--- config.mk ---
export PLATFORM = sky130hd
export DESIGN_NAME = secuenciador_clave
export DESIGN_NICKNAME = d
export VERILOG_FILES = /design/src/rtl/seguridad_pkg.sv /design/src/rtl/contador_espera.sv /design/src/rtl/secuenciador_clave.sv
export SDC_FILE = /design/constraint.sdc
export NUM_CORES = 1
export LEC_CHECK = 0
export CAP_MARGIN = 30
export CORE_MARGIN = 3
export CORE_UTILIZATION = 40
export CTS_CLUSTER_SIZE = 12
export DETAILED_ROUTE_END_ITERATION = 16
export PLACE_DENSITY = 0.65
export SLEW_MARGIN = 40
export SYNTH_ARGS = -nofsm -noshare
export SYNTH_HDL_FRONTEND = slang
export SYNTH_SLANG_ARGS = --single-unit
export TNS_END_PERCENT = 10
--- constraint.sdc ---
create_clock -name clk -period 3.2 [get_ports clk]
set_clock_uncertainty 0.2 [all_clocks]
set_input_delay 0.64 -clock clk [delete_from_list [all_inputs] [get_ports clk]]
set_output_delay 0.64 -clock clk [all_outputs]
set_load 0.02 [all_outputs]
--- src/rtl/seguridad_pkg.sv ---
// Shared definitions for the keypad security sequencer: core command codes,
// default bus address, FSM state encoding and the index-to-command mapping.
package seguridad_pkg;

    localparam logic [15:0] CORE_ADDR_DEF = 16'h0016;

    localparam logic [3:0] CMD_NINGUNO   = 4'd0;
    localparam logic [3:0] CMD_CLAVE_H   = 4'd1;
    localparam logic [3:0] CMD_CLAVE_L   = 4'd2;
    localparam logic [3:0] CMD_COINCIDEN = 4'd3;
    localparam logic [3:0] CMD_INFORMAR  = 4'd4;

    typedef enum logic [2:0] {
        ST_IDLE,
        ST_ISSUE,
        ST_GAP,
        ST_EVAL,
        ST_OPEN,
        ST_LOCKED,
        ST_FAULT
    } estado_t;

    function automatic logic [3:0] cmd_de_indice(input logic [1:0] idx);
        case (idx)
            2'd0:    return CMD_CLAVE_H;
            2'd1:    return CMD_CLAVE_L;
            2'd2:    return CMD_COINCIDEN;
            default: return CMD_INFORMAR;
        endcase
    endfunction

endpackage

--- src/rtl/contador_espera.sv ---
// Loadable down-counter that stops at zero; o_cero is high while the count is 0.
// Load has priority over decrement; one cycle from load to the new value.
module contador_espera #(
    parameter int W = 32
) (
    input  logic         i_clk,
    input  logic         i_rst,
    input  logic         i_cargar,
    input  logic [W-1:0] i_valor,
    input  logic         i_dec,
    output logic         o_cero
);

    logic [W-1:0] r_cuenta;

    always_ff @(posedge i_clk or posedge i_rst) begin
        if (i_rst) begin
            r_cuenta <= '0;
        end else if (i_cargar) begin
            r_cuenta <= i_valor;
        end else if (i_dec && (r_cuenta != '0)) begin
            r_cuenta <= r_cuenta - W'(1);
        end
    end

    assign o_cero = (r_cuenta == '0);

endmodule

--- src/rtl/secuenciador_clave.sv ---
// Bus master that walks the security core through CLAVE_H, CLAVE_L, COINCIDEN, INFORMAR,
// then opens, counts a failure or locks out. All outputs registered; 2 cycles per command minimum.
module secuenciador_clave
    import seguridad_pkg::*;
#(
    parameter logic [15:0] CORE_ADDR      = CORE_ADDR_DEF,
    parameter int unsigned MAX_INTENTOS   = 3,
    parameter int unsigned OPEN_CYCLES    = 50_000_000,
    parameter int unsigned LOCKOUT_CYCLES = 500_000_000,
    parameter int unsigned TIMEOUT        = 255
) (
    input  logic                                clk,
    input  logic                                reset,
    input  logic                                start,
    input  logic [31:0]                         clave_ref,
    output logic [15:0]                         addr_o,
    output logic [3:0]                          cmd_o,
    output logic [15:0]                         data_o,
    output logic                                en_o,
    input  logic                                isDone_i,
    input  logic [15:0]                         data_i,
    output logic                                abierto,
    output logic                                bloqueado,
    output logic                                error,
    output logic                                busy,
    output logic [$clog2(MAX_INTENTOS+1)-1:0]   intentos,
    output logic [2:0]                          estado_core
);

    localparam int          W_INT      = $clog2(MAX_INTENTOS + 1);
    localparam logic [W_INT-1:0] MAX_V = W_INT'(MAX_INTENTOS);
    localparam logic [31:0] CARGA_WD   = 32'(TIMEOUT - 1);
    localparam logic [31:0] CARGA_OPEN = 32'(OPEN_CYCLES - 1);
    localparam logic [31:0] CARGA_LOCK = 32'(LOCKOUT_CYCLES - 1);

    estado_t            r_estado;
    logic [1:0]         r_idx;
    logic [31:0]        r_clave;
    logic               r_match;

    estado_t            w_sig_estado;
    logic [1:0]         w_sig_idx;
    logic [31:0]        w_sig_clave;
    logic               w_sig_match;
    logic [W_INT-1:0]   w_sig_intentos;
    logic [W_INT-1:0]   w_inc;
    logic [2:0]         w_sig_estado_core;
    logic               w_sig_error;
    logic [15:0]        w_sig_dato;
    logic               w_cargar;
    logic [31:0]        w_valor;
    logic               w_dec;
    logic               w_cero;
    logic               w_unused_datos;

    assign addr_o         = CORE_ADDR;
    assign w_unused_datos = &{1'b0, data_i[15:3]};

    contador_espera #(.W(32)) u_contador (
        .i_clk    (clk),
        .i_rst    (reset),
        .i_cargar (w_cargar),
        .i_valor  (w_valor),
        .i_dec    (w_dec),
        .o_cero   (w_cero)
    );

    always_comb begin
        w_sig_estado      = r_estado;
        w_sig_idx         = r_idx;
        w_sig_clave       = r_clave;
        w_sig_match       = r_match;
        w_sig_intentos    = intentos;
        w_sig_estado_core = estado_core;
        w_sig_error       = error;
        w_cargar          = 1'b0;
        w_valor           = '0;
        w_dec             = 1'b0;
        w_inc             = (intentos == MAX_V) ? MAX_V : intentos + W_INT'(1);

        case (r_estado)
            ST_IDLE: begin
                if (start) begin
                    w_sig_clave  = clave_ref;
                    w_sig_idx    = 2'd0;
                    w_sig_match  = 1'b0;
                    w_sig_estado = ST_ISSUE;
                    w_cargar     = 1'b1;
                    w_valor      = CARGA_WD;
                end
            end
            ST_ISSUE: begin
                if (isDone_i) begin
                    if (r_idx == 2'd2) w_sig_match       = data_i[0];
                    if (r_idx == 2'd3) w_sig_estado_core = data_i[2:0];
                    w_sig_estado = ST_GAP;
                end else if (w_cero) begin
                    w_sig_estado = ST_FAULT;
                    w_sig_error  = 1'b1;
                end else begin
                    w_dec = 1'b1;
                end
            end
            ST_GAP: begin
                if (r_idx != 2'd3) begin
                    w_sig_idx    = r_idx + 2'd1;
                    w_sig_estado = ST_ISSUE;
                    w_cargar     = 1'b1;
                    w_valor      = CARGA_WD;
                end else begin
                    w_sig_estado = ST_EVAL;
                end
            end
            ST_EVAL: begin
                if (r_match) begin
                    w_sig_intentos = '0;
                    w_sig_estado   = ST_OPEN;
                    w_cargar       = 1'b1;
                    w_valor        = CARGA_OPEN;
                end else begin
                    w_sig_intentos = w_inc;
                    if (w_inc == MAX_V) begin
                        w_sig_estado = ST_LOCKED;
                        w_cargar     = 1'b1;
                        w_valor      = CARGA_LOCK;
                    end else begin
                        w_sig_estado = ST_IDLE;
                    end
                end
            end
            ST_OPEN: begin
                if (w_cero) w_sig_estado = ST_IDLE;
                else        w_dec        = 1'b1;
            end
            ST_LOCKED: begin
                if (w_cero) begin
                    w_sig_intentos = '0;
                    w_sig_estado   = ST_IDLE;
                end else begin
                    w_dec = 1'b1;
                end
            end
            ST_FAULT: begin
                // Leaving FAULT only clears the flag; a new sequence needs a fresh start.
                if (start) begin
                    w_sig_error  = 1'b0;
                    w_sig_estado = ST_IDLE;
                end
            end
            default: w_sig_estado = ST_IDLE;
        endcase

        w_sig_dato = '0;
        if (w_sig_estado == ST_ISSUE) begin
            if (w_sig_idx == 2'd0)      w_sig_dato = w_sig_clave[31:16];
            else if (w_sig_idx == 2'd1) w_sig_dato = w_sig_clave[15:0];
        end
    end

    always_ff @(posedge clk or posedge reset) begin
        if (reset) begin
            r_estado    <= ST_IDLE;
            r_idx       <= '0;
            r_clave     <= '0;
            r_match     <= 1'b0;
            intentos    <= '0;
            estado_core <= '0;
            error       <= 1'b0;
            en_o        <= 1'b0;
            cmd_o       <= CMD_NINGUNO;
            data_o      <= '0;
            abierto     <= 1'b0;
            bloqueado   <= 1'b0;
            busy        <= 1'b0;
        end else begin
            r_estado    <= w_sig_estado;
            r_idx       <= w_sig_idx;
            r_clave     <= w_sig_clave;
            r_match     <= w_sig_match;
            intentos    <= w_sig_intentos;
            estado_core <= w_sig_estado_core;
            error       <= w_sig_error;
            en_o        <= (w_sig_estado == ST_ISSUE);
            cmd_o       <= (w_sig_estado == ST_ISSUE) ? cmd_de_indice(w_sig_idx) : CMD_NINGUNO;
            data_o      <= w_sig_dato;
            abierto     <= (w_sig_estado == ST_OPEN);
            bloqueado   <= (w_sig_estado == ST_LOCKED);
            busy        <= (w_sig_estado != ST_IDLE);
        end
    end

endmodule

Word level (Yosys, flattened, before mapping)
Cells that the tools add are included.
{"block": "totals", "inputBits": 52, "wordCells": 100, "ff_bits": 100}
{"block": "classes", "n_addsub": 3, "n_eq_ne": 23, "reduce_logical": 15, "n_mux": 45}
{"cell": "32-bit two-way mux", "n": 4}
{"cell": "29-bit one-hot mux with 3 select lines", "n": 1}
{"cell": "29-bit two-way mux", "n": 2}
{"cell": "16-bit two-way mux", "n": 3}
{"cell": "32-bit zero test", "n": 1}
{"cell": "32-bit nonzero test", "n": 1}
{"cell": "32-bit by 1-bit subtractor with 32-bit output (second input constant)", "n": 1}
{"cell": "3-bit two-way mux", "n": 7}
{"cell": "3-bit one-hot mux with 6 select lines", "n": 1}
{"cell": "8-bit two-way mux", "n": 2}
{"cell": "3-bit equality test (second input constant)", "n": 5}
{"cell": "2-bit two-way mux", "n": 6}
{"cell": "2-bit != test (second input constant)", "n": 6}
{"cell": "1-bit two-way mux", "n": 11}
{"cell": "2-bit equality test (second input constant)", "n": 5}
{"cell": "3-bit one-hot mux with 3 select lines", "n": 1}
{"cell": "2-bit one-hot mux with 2 select lines", "n": 2}
{"cell": "4-bit AND reduction", "n": 2}
{"cell": "2-bit nonzero test", "n": 4}
{"cell": "3-bit by 1-bit equality test with 1-bit output (second input constant)", "n": 2}
{"cell": "3-bit by 2-bit equality test with 1-bit output (second input constant)", "n": 2}
{"cell": "1-bit one-hot mux with 2 select lines", "n": 3}
{"cell": "2-bit by 1-bit adder with 2-bit output (second input constant)", "n": 2}
{"cell": "4-bit two-way mux", "n": 1}
{"cell": "10 further kinds", "n": 11}

Depth between registers and ports, before layout
Gate-level depths: netlist (run 1).
{"block": "logic_depth", "word_depth": 8, "ltp_mapped": 13, "depth_no_buf": 9}

Modules after synthesis
From an unflattened synthesis (run 1), not the netlist that was laid out.
{"block": "hier_totals", "hier_cells": 558, "area_unflattened_um2": 5601.6}
{"mod": "secuenciador_clave", "n_inst": 1, "cells_each": 332, "area_per_inst_um2": 3428.3, "seq_area_each_um2": 1676.6}
{"mod": "contador_espera", "n_inst": 1, "cells_each": 226, "area_per_inst_um2": 2173.3, "seq_area_each_um2": 800.8}

Worst setup path after synthesis (run 1)
OpenSTA, ideal clock, no wires.
{"block": "synth_timing", "kind": "register -> register", "from": "register u_contador.r_cuenta[15]", "to": "register busy", "path_buffers": 2, "arrival_ps": 2400, "path_stages_with_launch": 9, "path_slack_ps": 468, "cell_sequence": "dfrtp_1 > or4_4 > or4_4 > buf_6 > or2_1 > buf_6 > o21ai_2 > nand2_1 > or3_1"}
{"block": "synth_between", "elab_chain_len": 5}
{"item": "from (decl)", "line_no": "contador_espera.sv:14", "rtl": "logic [W-1:0] r_cuenta;"}
{"item": "from (signal assigned)", "line_no": "contador_espera.sv:20", "rtl": "r_cuenta <= i_valor;"}
{"item": "from (signal assigned)", "line_no": "contador_espera.sv:22", "rtl": "r_cuenta <= r_cuenta - W'(1);"}
{"item": "32-bit zero test *", "line_no": "contador_espera.sv:26", "rtl": "assign o_cero = (r_cuenta == '0);"}
{"item": "3-bit two-way mux", "line_no": "secuenciador_clave.sv:97", "rtl": "end else if (w_cero) begin"}
{"item": "3-bit two-way mux", "line_no": "secuenciador_clave.sv:93", "rtl": "if (isDone_i) begin"}
{"item": "3-bit one-hot mux with 6 select lines *", "line_no": "secuenciador_clave.sv:81", "rtl": "case (r_estado)"}
{"item": "3-bit nonzero test *", "line_no": "secuenciador_clave.sv:188", "rtl": "busy <= (w_sig_estado != ST_IDLE);"}
{"item": "to (signal assigned)", "line_no": "secuenciador_clave.sv:188"}
{"item": "to (decl)", "line_no": "secuenciador_clave.sv:25", "rtl": "output logic busy,"}
Mark *: on every way between the ends. The rest lies on a longest branch, timed or not.
A chain may end at the register's enable or synchronous reset.

Worst setup path after layout (run 1)
{"block": "layout_timing", "from": "register u_contador.r_cuenta[4]", "to": "register u_contador.r_cuenta[21]"}
{"block": "layout_between", "elab_chain_len": 6}
{"item": "parallel branches: the longest is 6 deep, another holds 32-bit by 1-bit subtractor with 32-bit output"}
Several ways; the timed one is not identified. The select of a mux whose other input is x is not followed.

==> results of run 1 <==
==> cell type report <==
cell class | count | area, um2 | share of cell area
repair buffers | 87 | 846 | 0.141
well taps | 143 | 179 | 0.0299
clock buffers | 12 | 246 | 0.0412
multi-input cells | 312 | 2120 | 0.355
flip-flops and latches | 99 | 2480 | 0.414
inverters | 13 | 52.6 | 0.00879
clock inverters | 4 | 56.3 | 0.00942
==> routing by layer <==
layer  track usage  vias up
met3        0.0668        8
met1         0.213     1841
met4        0.0410        0
met5             0        -
met2         0.300      103
li1              -     1753
==> stage by stage <==
| stage | hold WS [ns] | area [um2] |
|---|---|---|
| 3_5_place_dp | 0.285 | 5680 |
| 3_3_place_gp | 0.281 | 5680 |
| 4_1_cts | 0.300 | 5980 |
| 5_1_grt | 0.313 | 5980 |
| 2_1_floorplan | 0.272 | 4890 |
| 6_report | 0.293 | 5980 |
==> cell families after synthesis <==
kind of cell               after synthesis
and+or+nand+nor                        143
AOI/OAI and AO/OA                      103
DFF                                     99
buffers and inverters                   53
muxes                                   37
xor gates and xnor gates                 7
adders and majority gates                5
other                                    2
==> cells in the final DEF (no fill, tap or decap), types with 6 or more instances in the layout <==
cell type / instances
nand2_1: 24
o21ai_0: 17
nor2_1: 38
dfrtp_1: 99
nor3_1: 10
conb_1: 17
nand3_1: 9
clkbuf_16: 9
a22oi_1: 19
clkdlybuf4s50_1: 67
inv_1: 11
o311ai_0: 6
mux2_2: 35
buf_4: 18
xnor2_1: 6
a21oi_1: 10
or3_1: 13
nor2b_1: 8
o211ai_1: 6
a31oi_1: 7
nor4_1: 9
==> critical path: stages (launching register included) <==
cell and delay [ns]:
dfrtp_1 0.41, or4_1 0.65, or3_1 0.43, nor3_1 0.23, o211ai_2 0.26, or4b_1 0.53, a31oi_1 0.19
==> power breakdown <==
| part | total [mW] | internal [mW] | switching [mW] |
|---|---|---|---|
| logic | 2.45 | 1.10 | 1.35 |
| registers | 2.01 | 1.72 | 0.290 |
| clock network | 1.10 | 0.635 | 0.468 |
| total | 5.56 | 3.45 | 2.11 |
==> path summary, 6_finish.rpt <==
check / startpoint / depth (start not counted) / endpoint / slack [ns]
hold / removal: error / 1 / error / 0.29
min in group asynchronous: reset / 3 / data_o[0] / 0.58
max in group asynchronous: reset / 3 / estado_core[1] / 1.81
setup / recovery: u_contador.r_cuenta[4] / 6 / u_contador.r_cuenta[21] / 0.20
setup reg to reg: u_contador.r_cuenta[4] / 6 / u_contador.r_cuenta[21] / 0.20
hold reg to reg: error / 1 / error / 0.29
==> sequential cells by signal (all words and copies together) (netlist names), 2 cells and up <==
name,cells
r_estado,3
estado_core,3
intentos,2
cmd_o,3
r_clave,32
r_idx,2
data_o,16
u_contador.r_cuenta,32
==> impl_metrics.prom, run 1 <==
# TYPE chip_impl_metric gauge
chip_impl_info{name="status",value="finished clean"} 1
chip_impl_metric{name="ys_seq_elements",unit=""} 99
chip_impl_metric{name="place_ws",unit="ns"} 0.178
chip_impl_metric{name="overall_global_routing_resource_usage",unit=""} 0.176
chip_impl_metric{name="cp.arrival",unit="ns"} 3.05
chip_impl_metric{name="synth_area_per_cell",unit="um2"} 10.8
chip_impl_metric{name="portBuffers",unit=""} 67
chip_impl_metric{name="non_filler_cells_final",unit=""} 670
chip_impl_metric{name="die_width",unit="um"} 116
chip_impl_metric{name="finalHoldViolCount",unit=""} 0
chip_impl_metric{name="yosysWarnings",unit=""} 0
chip_impl_info{name="crit_type",value="flop to flop"} 1
chip_impl_metric{name="gp_congestion",unit=""} 0.896
chip_impl_metric{name="layout.nets",unit=""} 579
chip_impl_metric{name="number_of_antenna_violations_at_the_first_check_in_global_routing",unit=""} 0
chip_impl_metric{name="cts_hold_repair.buffers",unit=""} 0
chip_impl_metric{name="tightestPinTransition",unit="ns"} 0.571
chip_impl_metric{name="power",unit="mW"} 5.56
chip_impl_metric{name="syn_area",unit="um2"} 4830
chip_impl_info{name="hold_path.class",value="flop to flop"} 1
chip_impl_info{name="routed.top_layer",value="met4"} 1
chip_impl_metric{name="initial_cell_density_of_the_core",unit=""} 0.416
chip_impl_metric{name="yosys.cell_types.count",unit=""} 64
chip_impl_metric{name="grt_pass1_wl",unit="um"} 18600
chip_impl_metric{name="number_of_setup_violations_in_the_final_report",unit=""} 0
chip_impl_metric{name="num-fill-cells",unit=""} 1041
chip_impl_metric{name="boundaryPins",unit=""} 98
chip_impl_metric{name="routed-wl-met3",unit="um"} 848
chip_impl_info{name="synth_commonest_cells",value="99 x dfrtp_1, 38 x nor2_1, 35 x mux2_2"} 1
chip_impl_metric{name="worst_setup_hold_path_clk_slew",unit="ns"} 0.07
chip_impl_metric{name="max_freq",unit="MHz"} 334
chip_impl_metric{name="cts_setup_buffers",unit=""} 0
chip_impl_info{name="crit_path_start_kind",value="flop"} 1
chip_impl_metric{name="yosys.area.top_type_share",unit=""} 0.513
chip_impl_metric{name="die_area",unit="um2"} 13400
chip_impl_info{name="post-synth-top-count-cell",value="dfrtp_1"} 1
chip_impl_metric{name="fp.coreArea",unit="um2"} 11600
chip_impl_metric{name="detail-route-antenna-nets",unit=""} 0
chip_impl_metric{name="slew-limit-headroom",unit=""} 0.616
chip_impl_metric{name="timing.critical_path.fanout_max",unit=""} 11
chip_impl_metric{name="chipHeight",unit="um"} 116
chip_impl_metric{name="cts.repair.resized",unit=""} 0
chip_impl_info{name="type_of_element_capturing_the_critical_path",value="flop"} 1
chip_impl_metric{name="period_needed",unit="ns"} 3.00
chip_impl_metric{name="synth_to_final_area_change",unit="%"} 23.7
chip_impl_metric{name="maximum_number_of_pins_on_one_net_before_global_route_repair",unit=""} 100
chip_impl_metric{name="tritoncts.num_buffers",unit=""} 9
chip_impl_metric{name="yosys-mux-area-fraction",unit=""} 0.0857
chip_impl_metric{name="synth_xor_xnor_area_share",unit=""} 0.0127
chip_impl_info{name="yosys_most_used_dff",value="dfrtp_1"} 1
chip_impl_metric{name="finish.utilization",unit=""} 0.515
chip_impl_metric{name="synth-async-reset-ratio",unit=""} 1.00
chip_impl_metric{name="vdd.ir_drop.worst",unit="mV"} 0.602
chip_impl_metric{name="worst_ep_required_time",unit="ns"} 3.26
chip_impl_metric{name="routed_wire_length_per_instance",unit="um"} 16.7
chip_impl_info{name="rsz0062_at_grt",value="false"} 1
chip_impl_metric{name="drt_first_pass_iters",unit=""} 4
chip_impl_info{name="synth_largest_area_cell",value="dfrtp_1"} 1
chip_impl_metric{name="antenna_cells_inserted",unit=""} 0
chip_impl_metric{name="min_period_over_period",unit=""} 0.936
chip_impl_metric{name="power-per-cell-area",unit="nW/um2"} 930
chip_impl_metric{name="htree_levels",unit=""} 3
chip_impl_metric{name="detailed_place_hpwl",unit="um"} 7970
chip_impl_info{name="clockRootBuffer",value="clkbuf_16"} 1
chip_impl_metric{name="grt_overflow",unit=""} 0
chip_impl_info{name="combinational_family_with_the_most_area_after_synthesis",value="simple AND/OR/NAND/NOR gates"} 1
chip_impl_metric{name="static-leakage-power",unit="nW"} 2.49
chip_impl_metric{name="first_global_vias",unit=""} 3727
chip_impl_info{name="cts_tree",value="done"} 1
chip_impl_metric{name="num_vias",unit=""} 3705
chip_impl_metric{name="std_cell_rows",unit=""} 39
chip_impl_metric{name="timing.final.max_slew_violations",unit=""} 0
chip_impl_metric{name="wirelength",unit="um"} 11200
chip_impl_info{name="post_synth_main_area_contributors",value="dfrtp_1 51%, mux2_2 8.2%, a22oi_1 3.0%, nor2_1 3.0%, buf_4 2.6%"} 1
chip_impl_metric{name="compound_gate_fraction_of_synth_area",unit=""} 0.157
chip_impl_metric{name="clock_sinks",unit=""} 99
chip_impl_metric{name="fin_ws",unit="ns"} 0.203
chip_impl_metric{name="instance_count_after_placement_with_tap_cells_included",unit=""} 654
chip_impl_metric{name="post_route_cells_drive_above_1_share",unit=""} 0.173
chip_impl_metric{name="synth_edf_count",unit=""} 0
chip_impl_metric{name="post_synth_fa_ha_maj_area_fraction",unit=""} 0.0129
chip_impl_metric{name="drt_drc_violations_left",unit=""} 0
chip_impl_metric{name="final.setup.tns",unit="ns"} 0
chip_impl_metric{name="first_iter_violations",unit=""} 199
chip_impl_metric{name="netlist_instances",unit=""} 449
chip_impl_metric{name="met1_length",unit="um"} 4620
chip_impl_metric{name="ys_seq_area_frac",unit=""} 0.513
chip_impl_metric{name="drt-vias-per-instance",unit=""} 5.53
chip_impl_metric{name="source_to_sink_clock_delay_at_the_later_pin_of_the_worst_skew_pair",unit="ns"} 0.35
chip_impl_metric{name="yosys.area_share.simple",unit=""} 0.157
chip_impl_metric{name="cts-root-to-sink-buffers",unit=""} 2
chip_impl_metric{name="met2WireLength",unit="um"} 5600
chip_impl_metric{name="cap_violations",unit=""} 0
No activity file was read; power rests on OpenSTA's default activity.
==> run 2: changes to the inputs <==
--- a/config.mk
+++ b/config.mk
@@ -10,7 +10,9 @@
 export CORE_UTILIZATION = 40
 export CTS_CLUSTER_SIZE = 12
 export DETAILED_ROUTE_END_ITERATION = 16
-export PLACE_DENSITY = 0.65
+export DONT_BUFFER_PORTS = 1
+export GPL_TIMING_DRIVEN = 0
+export PLACE_DENSITY = 0.54
 export SLEW_MARGIN = 40
 export SYNTH_ARGS = -nofsm -noshare
 export SYNTH_HDL_FRONTEND = slang
==> run 2 against run 1 <==
  * Setup slack improved by 0.00081 ns
  * Core utilization shrank 4.0 points
  * Largest cell class unchanged
  * Highest routed layer is now met5
  * Via count is 6.6% lower
  * Critical path depth grew 2
  * Clock-buffer cell count decreased by 2
  * Register-to-register slack is essentially flat
  * Critical endpoint is now u_contador.r_cuenta[28]
==> impl_metrics.prom, run 2 (same netlist as run 1, synthesis figures left out) <==
# TYPE chip_impl_metric gauge
chip_impl_metric{name="drt_first_pass_iters",unit=""} 4
chip_impl_metric{name="htree_levels",unit=""} 3
chip_impl_metric{name="worst_ep_required_time",unit="ns"} 3.22
chip_impl_metric{name="detail-route-antenna-nets",unit=""} 0
chip_impl_info{name="status",value="finished clean"} 1
chip_impl_info{name="mostFrequentLayoutCells",value="99 x dfrtp_1, 38 x nor2_1, 35 x mux2_2, 24 x nand2_1, 19 x a22oi_1"} 1
chip_impl_metric{name="maximum_number_of_pins_on_one_net_before_global_route_repair",unit=""} 26
chip_impl_metric{name="antenna_cells_inserted",unit=""} 0
chip_impl_info{name="hold_path.class",value="input pin to flop"} 1
chip_impl_metric{name="clock_sinks",unit=""} 99
chip_impl_metric{name="max_freq",unit="MHz"} 334
chip_impl_metric{name="std_cell_rows",unit=""} 39
chip_impl_metric{name="multi_input_gate_area",unit="um2"} 2130
chip_impl_info{name="crit_end",value="u_contador.r_cuenta[28]"} 1
chip_impl_metric{name="timing.critical_path.fanout_max",unit=""} 10
chip_impl_metric{name="finalHoldViolCount",unit=""} 0
chip_impl_info{name="min-delay-start",value="data_i[1]"} 1
chip_impl_metric{name="cp.arrival",unit="ns"} 3.01
chip_impl_metric{name="num_vias",unit=""} 3460
chip_impl_metric{name="die_width",unit="um"} 116
chip_impl_metric{name="portBuffers",unit=""} 0
chip_impl_metric{name="ff_latch_area",unit="um2"} 2480
chip_impl_metric{name="slew-limit-headroom",unit=""} 0.452
chip_impl_info{name="timing.critical_path.from",value="u_contador.r_cuenta[4]"} 1
chip_impl_metric{name="grt_overflow",unit=""} 0
chip_impl_metric{name="die_area",unit="um2"} 13400
chip_impl_metric{name="overall_global_routing_resource_usage",unit=""} 0.171
chip_impl_metric{name="place_ws",unit="ns"} -0.00295
chip_impl_metric{name="number_of_setup_violations_in_the_final_report",unit=""} 0
chip_impl_metric{name="first_iter_violations",unit=""} 252
chip_impl_metric{name="min_period_over_period",unit=""} 0.936
chip_impl_metric{name="cts-root-to-sink-buffers",unit=""} 2
chip_impl_metric{name="boundaryPins",unit=""} 98
chip_impl_metric{name="chipHeight",unit="um"} 116
chip_impl_metric{name="post_route_cells_drive_above_1_share",unit=""} 0.215
chip_impl_metric{name="detailed_place_hpwl",unit="um"} 7980
chip_impl_info{name="crit_type",value="flop to flop"} 1
chip_impl_metric{name="fp.coreArea",unit="um2"} 11600
chip_impl_info{name="rsz0062_at_grt",value="false"} 1
chip_impl_info{name="type_of_element_capturing_the_critical_path",value="flop"} 1
chip_impl_metric{name="drt_drc_violations_left",unit=""} 0
chip_impl_metric{name="gp_congestion",unit=""} 0.794
chip_impl_metric{name="layout.nets",unit=""} 536
chip_impl_info{name="biggestRegsByFlops",value="r_clave: 32 flops, u_contador.r_cuenta: 32 flops, data_o: 16 flops"} 1
chip_impl_metric{name="period_needed",unit="ns"} 3.00
chip_impl_metric{name="tightestPinTransition",unit="ns"} 0.818
chip_impl_metric{name="static-leakage-power",unit="nW"} 2.34
chip_impl_info{name="crit_path_start_kind",value="flop"} 1
chip_impl_metric{name="hold_path_depth",unit=""} 1
chip_impl_metric{name="worst_setup_hold_path_clk_slew",unit="ns"} 0.07
chip_impl_metric{name="first_global_vias",unit=""} 3439
chip_impl_metric{name="power",unit="mW"} 5.34
chip_impl_info{name="clockRootBuffer",value="clkbuf_16"} 1
chip_impl_metric{name="initial_cell_density_of_the_core",unit=""} 0.416
chip_impl_metric{name="regToRegSetupSlack",unit="ns"} 0.20
chip_impl_metric{name="vdd.ir_drop.worst",unit="mV"} 0.464
chip_impl_info{name="cts_tree",value="done"} 1
chip_impl_metric{name="hold_ws",unit="ns"} 0.243
chip_impl_metric{name="grt_pass1_wl",unit="um"} 17900
chip_impl_metric{name="number_of_antenna_violations_at_the_first_check_in_global_routing",unit=""} 1
chip_impl_metric{name="source_to_sink_clock_delay_at_the_later_pin_of_the_worst_skew_pair",unit="ns"} 0.35
chip_impl_metric{name="cts_setup_buffers",unit=""} 0
chip_impl_metric{name="wirelength",unit="um"} 10900
chip_impl_info{name="r2r-start",value="u_contador.r_cuenta[4]"} 1
chip_impl_metric{name="worst_r2r_path_depth",unit=""} 8
chip_impl_metric{name="fin_area",unit="um2"} 5520
chip_impl_metric{name="fin_ws",unit="ns"} 0.204
chip_impl_metric{name="num-fill-cells",unit=""} 1095
chip_impl_metric{name="routed_wire_length_per_instance",unit="um"} 17.4
chip_impl_metric{name="drt-vias-per-instance",unit=""} 5.52
chip_impl_info{name="leading_cell_type_in_the_layout_fill_and_taps_excluded",value="dfrtp_1"} 1
chip_impl_metric{name="synth_to_final_area_change",unit="%"} 14.1
chip_impl_metric{name="area_of_placed_instances",unit="um2"} 5190
chip_impl_metric{name="power-per-cell-area",unit="nW/um2"} 969
chip_impl_metric{name="tritoncts.num_buffers",unit=""} 9
chip_impl_metric{name="timing.final.max_slew_violations",unit=""} 0
chip_impl_info{name="r2r_end",value="u_contador.r_cuenta[28]"} 1
chip_impl_metric{name="cap_violations",unit=""} 0
[run 2: cell type report]
cell class | instances | share of cell area
plain buffers | 39 | 0.0447
clock buffers | 10 | 0.0415
clock inverters | 6 | 0.0143
inverters | 13 | 0.00953
multi-input cells | 312 | 0.387
flip-flops and latches | 99 | 0.449
well taps | 143 | 0.0324
repair buffers | 5 | 0.0218
[run 2: per-stage QoR]
step / utilization / setup TNS, ns / std cells
floorplan: - / 0 / 464
global placement: 0.437 / -0.314 / 607
detailed placement: 0.447 / -0.00295 / 611
CTS: 0.475 / 0 / 628
global route: 0.475 / 0 / 627
finish: 0.475 / 0 / 627
[run 2: worst min path at each step]
stage,end,slack [ns]
final,estado_core[1],0.24
after global routing,estado_core[1],0.24
after CTS,estado_core[1],0.23
after detailed placement,r_clave[11],0.29
after global placement,r_clave[3],0.28
after floorplan,r_clave[15],0.27
[run 2: where the power goes]
part	internal (mW)	switching [mW]	total [mW]
clock	0.625	0.503	1.13
combinational	0.883	1.25	2.14
sequential	1.72	0.361	2.08
total	3.23	2.12	5.34
[run 2: layer usage]
metal	GRT usage	wire [um]	share of wire
met1	0.220	4770	0.44
met3	0.0668	883	0.081
met5	0	13	0.0012
met2	0.266	5110	0.47
met4	0.0580	161	0.015
[run 2: what timing repair did]
action | CTS | global route
hold buffers | 1 | 0
resized for setup | 1 | 4
endpoints found under the hold margin | 10 | 0
setup endpoints to repair | 10 | 10
[run 2: critical path: stages, from the launching register on]
cell and delay (ns):
dfrtp_1 0.42, or4_1 0.50, clkbuf_1 0.18, nor3_2 0.31
and3_1 0.20, clkbuf_1 0.31, a21oi_2 0.24, nor2_1 0.34
o21ai_0 0.14
==> run 3: changes to the inputs <==
--- a/config.mk
+++ b/config.mk
@@ -6,6 +6,7 @@
 export NUM_CORES = 1
 export LEC_CHECK = 0
 export CAP_MARGIN = 30
+export CORE_ASPECT_RATIO = 1.5
 export CORE_MARGIN = 3
 export CORE_UTILIZATION = 40
 export CTS_CLUSTER_SIZE = 12
==> run 3 against run 2 <==
  * Core utilization fell by 0.14 points
  * Die area grew 0.20%
  * Global-route usage rose by 1.8 points
  * Power is 0.56% higher
  * Final cell count is 1.3% higher
  * Largest cell class unchanged
  * First-iteration DRC count is 38% lower
  * Via count is 2.2% higher
  * Combinational power rose by 2%
  * Register-to-register slack got worse by 0.03 ns
  * Flip-flop and latch count stayed put
  * Wire length grew 7.7%
==> impl_metrics.prom, run 3 (same netlist as run 1, synthesis figures left out) <==
# TYPE chip_impl_metric gauge
chip_impl_info{name="critPathMostFrequentCell",value="buf_6"} 1
chip_impl_metric{name="area_of_placed_instances",unit="um2"} 5190
chip_impl_metric{name="gr-usage-met3",unit=""} 0.0448
chip_impl_metric{name="first_global_vias",unit=""} 3795
chip_impl_metric{name="cts_setup_buffers",unit=""} 0
chip_impl_metric{name="timing.critical_path.fanout_max",unit=""} 10
chip_impl_info{name="min-delay-start",value="data_i[0]"} 1
chip_impl_info{name="grt.busiest_layer",value="met2"} 1
chip_impl_metric{name="timing.final.max_slew_violations",unit=""} 0
chip_impl_info{name="cell_chain_critical_path",value="or4_4 -> or4_4 -> buf_6 -> or2_1 -> buf_6 -> o21ai_4 -> buf_6 -> a2bb2oi_1 -> o22a_1"} 1
chip_impl_metric{name="post_route_cells_drive_above_1_share",unit=""} 0.219
chip_impl_info{name="hold_path.class",value="input pin to flop"} 1
chip_impl_metric{name="drt-vias-per-instance",unit=""} 5.57
chip_impl_info{name="status",value="finished clean"} 1
chip_impl_metric{name="antenna_cells_inserted",unit=""} 0
chip_impl_metric{name="cap_violations",unit=""} 0
chip_impl_metric{name="drt_first_pass_iters",unit=""} 4
chip_impl_info{name="crit_path_start_kind",value="flop"} 1
chip_impl_metric{name="power-per-cell-area",unit="nW/um2"} 974
chip_impl_metric{name="clock_sinks",unit=""} 99
chip_impl_metric{name="number_of_setup_violations_in_the_final_report",unit=""} 0
chip_impl_info{name="crit_path_top_delay_cell",value="or4_4"} 1
chip_impl_metric{name="min_period_over_period",unit=""} 0.945
chip_impl_metric{name="source_to_sink_clock_delay_at_the_later_pin_of_the_worst_skew_pair",unit="ns"} 0.34
chip_impl_info{name="leading_cell_type_in_the_layout_fill_and_taps_excluded",value="dfrtp_1"} 1
chip_impl_metric{name="overall_global_routing_resource_usage",unit=""} 0.189
chip_impl_metric{name="max_freq",unit="MHz"} 331
chip_impl_metric{name="die_width",unit="um"} 95.8
chip_impl_metric{name="htree_levels",unit=""} 3
chip_impl_metric{name="worst_setup_hold_path_clk_slew",unit="ns"} 0.08
chip_impl_metric{name="wirelength",unit="um"} 11800
chip_impl_metric{name="vdd.ir_drop.worst",unit="mV"} 0.461
chip_impl_metric{name="drt_drc_violations_left",unit=""} 0
chip_impl_metric{name="static-leakage-power",unit="nW"} 2.33
chip_impl_metric{name="layout.nets",unit=""} 537
chip_impl_metric{name="grt_overflow",unit=""} 0
chip_impl_metric{name="chipHeight",unit="um"} 141
chip_impl_metric{name="detailed_place_hpwl",unit="um"} 8760
chip_impl_metric{name="num_vias",unit=""} 3535
chip_impl_metric{name="initial_cell_density_of_the_core",unit=""} 0.415
chip_impl_metric{name="gr-usage-met1",unit=""} 0.223
chip_impl_metric{name="die_area",unit="um2"} 13500
chip_impl_metric{name="portBuffers",unit=""} 0
chip_impl_info{name="type_of_element_capturing_the_critical_path",value="flop"} 1
chip_impl_info{name="cts_tree",value="done"} 1
chip_impl_metric{name="cp.arrival",unit="ns"} 3.06
chip_impl_info{name="mostFrequentLayoutCells",value="99 x dfrtp_1, 37 x nor2_1, 35 x mux2_2, 24 x nand2_1, 19 x a22oi_1"} 1
chip_impl_metric{name="tightestPinTransition",unit="ns"} 0.891
chip_impl_metric{name="final.setup.tns",unit="ns"} 0
chip_impl_metric{name="routed_wire_length_per_instance",unit="um"} 18.6
chip_impl_metric{name="slew-limit-headroom",unit=""} 0.403
chip_impl_metric{name="number_of_antenna_violations_at_the_first_check_in_global_routing",unit=""} 0
chip_impl_metric{name="cts-root-to-sink-buffers",unit=""} 2
chip_impl_metric{name="detail-route-antenna-nets",unit=""} 0
chip_impl_metric{name="synth_to_final_area_change",unit="%"} 14.1
chip_impl_metric{name="maximum_number_of_pins_on_one_net_before_global_route_repair",unit=""} 27
chip_impl_metric{name="tritoncts.num_buffers",unit=""} 9
chip_impl_metric{name="groute.layer.met2.usage",unit=""} 0.324
chip_impl_info{name="biggestRegsByFlops",value="r_clave: 32 flops, u_contador.r_cuenta: 32 flops, data_o: 16 flops"} 1
chip_impl_info{name="clockRootBuffer",value="clkbuf_16"} 1
chip_impl_metric{name="worst_ep_required_time",unit="ns"} 3.23
chip_impl_metric{name="gp_congestion",unit=""} 0.868
chip_impl_metric{name="finalHoldViolCount",unit=""} 0
chip_impl_info{name="r2r-start",value="u_contador.r_cuenta[12]"} 1
chip_impl_info{name="timing.critical_path.from",value="u_contador.r_cuenta[12]"} 1
chip_impl_info{name="crit_type",value="flop to flop"} 1
chip_impl_metric{name="grt_pass1_wl",unit="um"} 19700
chip_impl_metric{name="fp.coreArea",unit="um2"} 11700
chip_impl_metric{name="boundaryPins",unit=""} 98
chip_impl_metric{name="critical_path.max_stage_delay",unit="ns"} 0.53
chip_impl_metric{name="fin_area",unit="um2"} 5520
chip_impl_metric{name="period_needed",unit="ns"} 3.02
chip_impl_info{name="rsz0062_at_grt",value="true"} 1
chip_impl_metric{name="std_cell_rows",unit=""} 48
chip_impl_metric{name="first_iter_violations",unit=""} 156
[run 3: layout make-up]
| cell class | count | area (um2) |
|---|---|---|
| plain buffers | 40 | 249 |
| clock buffers | 10 | 239 |
| clock inverters | 6 | 65.1 |
| fillers | 1115 | 6130 |
| inverters | 13 | 52.6 |
| multi-input cells | 312 | 2140 |
| flip-flops and latches | 99 | 2480 |
| well taps | 150 | 188 |
| repair buffers | 5 | 105 |
[run 3: worst paths after layout]
check / to / slack (ns) / depth (start not counted)
max in group asynchronous: r_clave[12] / 1.61 / 4
max reg2reg: u_contador.r_cuenta[7] / 0.18 / 9
min in group asynchronous: data_o[3] / 0.54 / 2
min: estado_core[0] / 0.24 / 1
min reg2reg: r_clave[16] / 0.30 / 1
max: u_contador.r_cuenta[7] / 0.18 / 9
[run 3: critical path, delay by kind of cell, from the launching register on]
kind	cells	cell delay (ns)
flops	1	0.44
buf+inv	3	0.50
compound gates	3	0.58
simple gates	3	1.19
[run 3: power by group]
group | switching [mW] | internal, mW
Combinational | 1.30 | 0.884
Sequential | 0.369 | 1.72
Clock | 0.531 | 0.576
[run 3: per-layer routing]
metal  part of all wire  wire [um]
met5                  0          0
met4              0.032        372
met3              0.048        571
met2               0.53       6260
met1               0.39       4580
[run 3: what timing repair did]
item / CTS / global route
hold endpoints to repair: 11 / 0
endpoints found under the setup margin: 0 / 15
hold buffers: 1 / 0
gates resized for setup: 0 / 5
[run 3: metrics by stage]
step | hold slack (ns) | total power, mW | setup slack, ns | std cells | util
final | 0.239 | 5.37 | 0.176 | 635 | 0.473
after global routing | 0.223 | 5.81 | -0.0604 | 635 | 0.473
after CTS | 0.231 | 5.41 | 0.0172 | 635 | 0.472
after detailed placement | 0.287 | 4.28 | 0.0374 | 618 | 0.445
after global placement | 0.280 | 4.20 | -0.00730 | 614 | 0.436
after floorplan | 0.272 | 3.68 | 0.468 | 464 | -
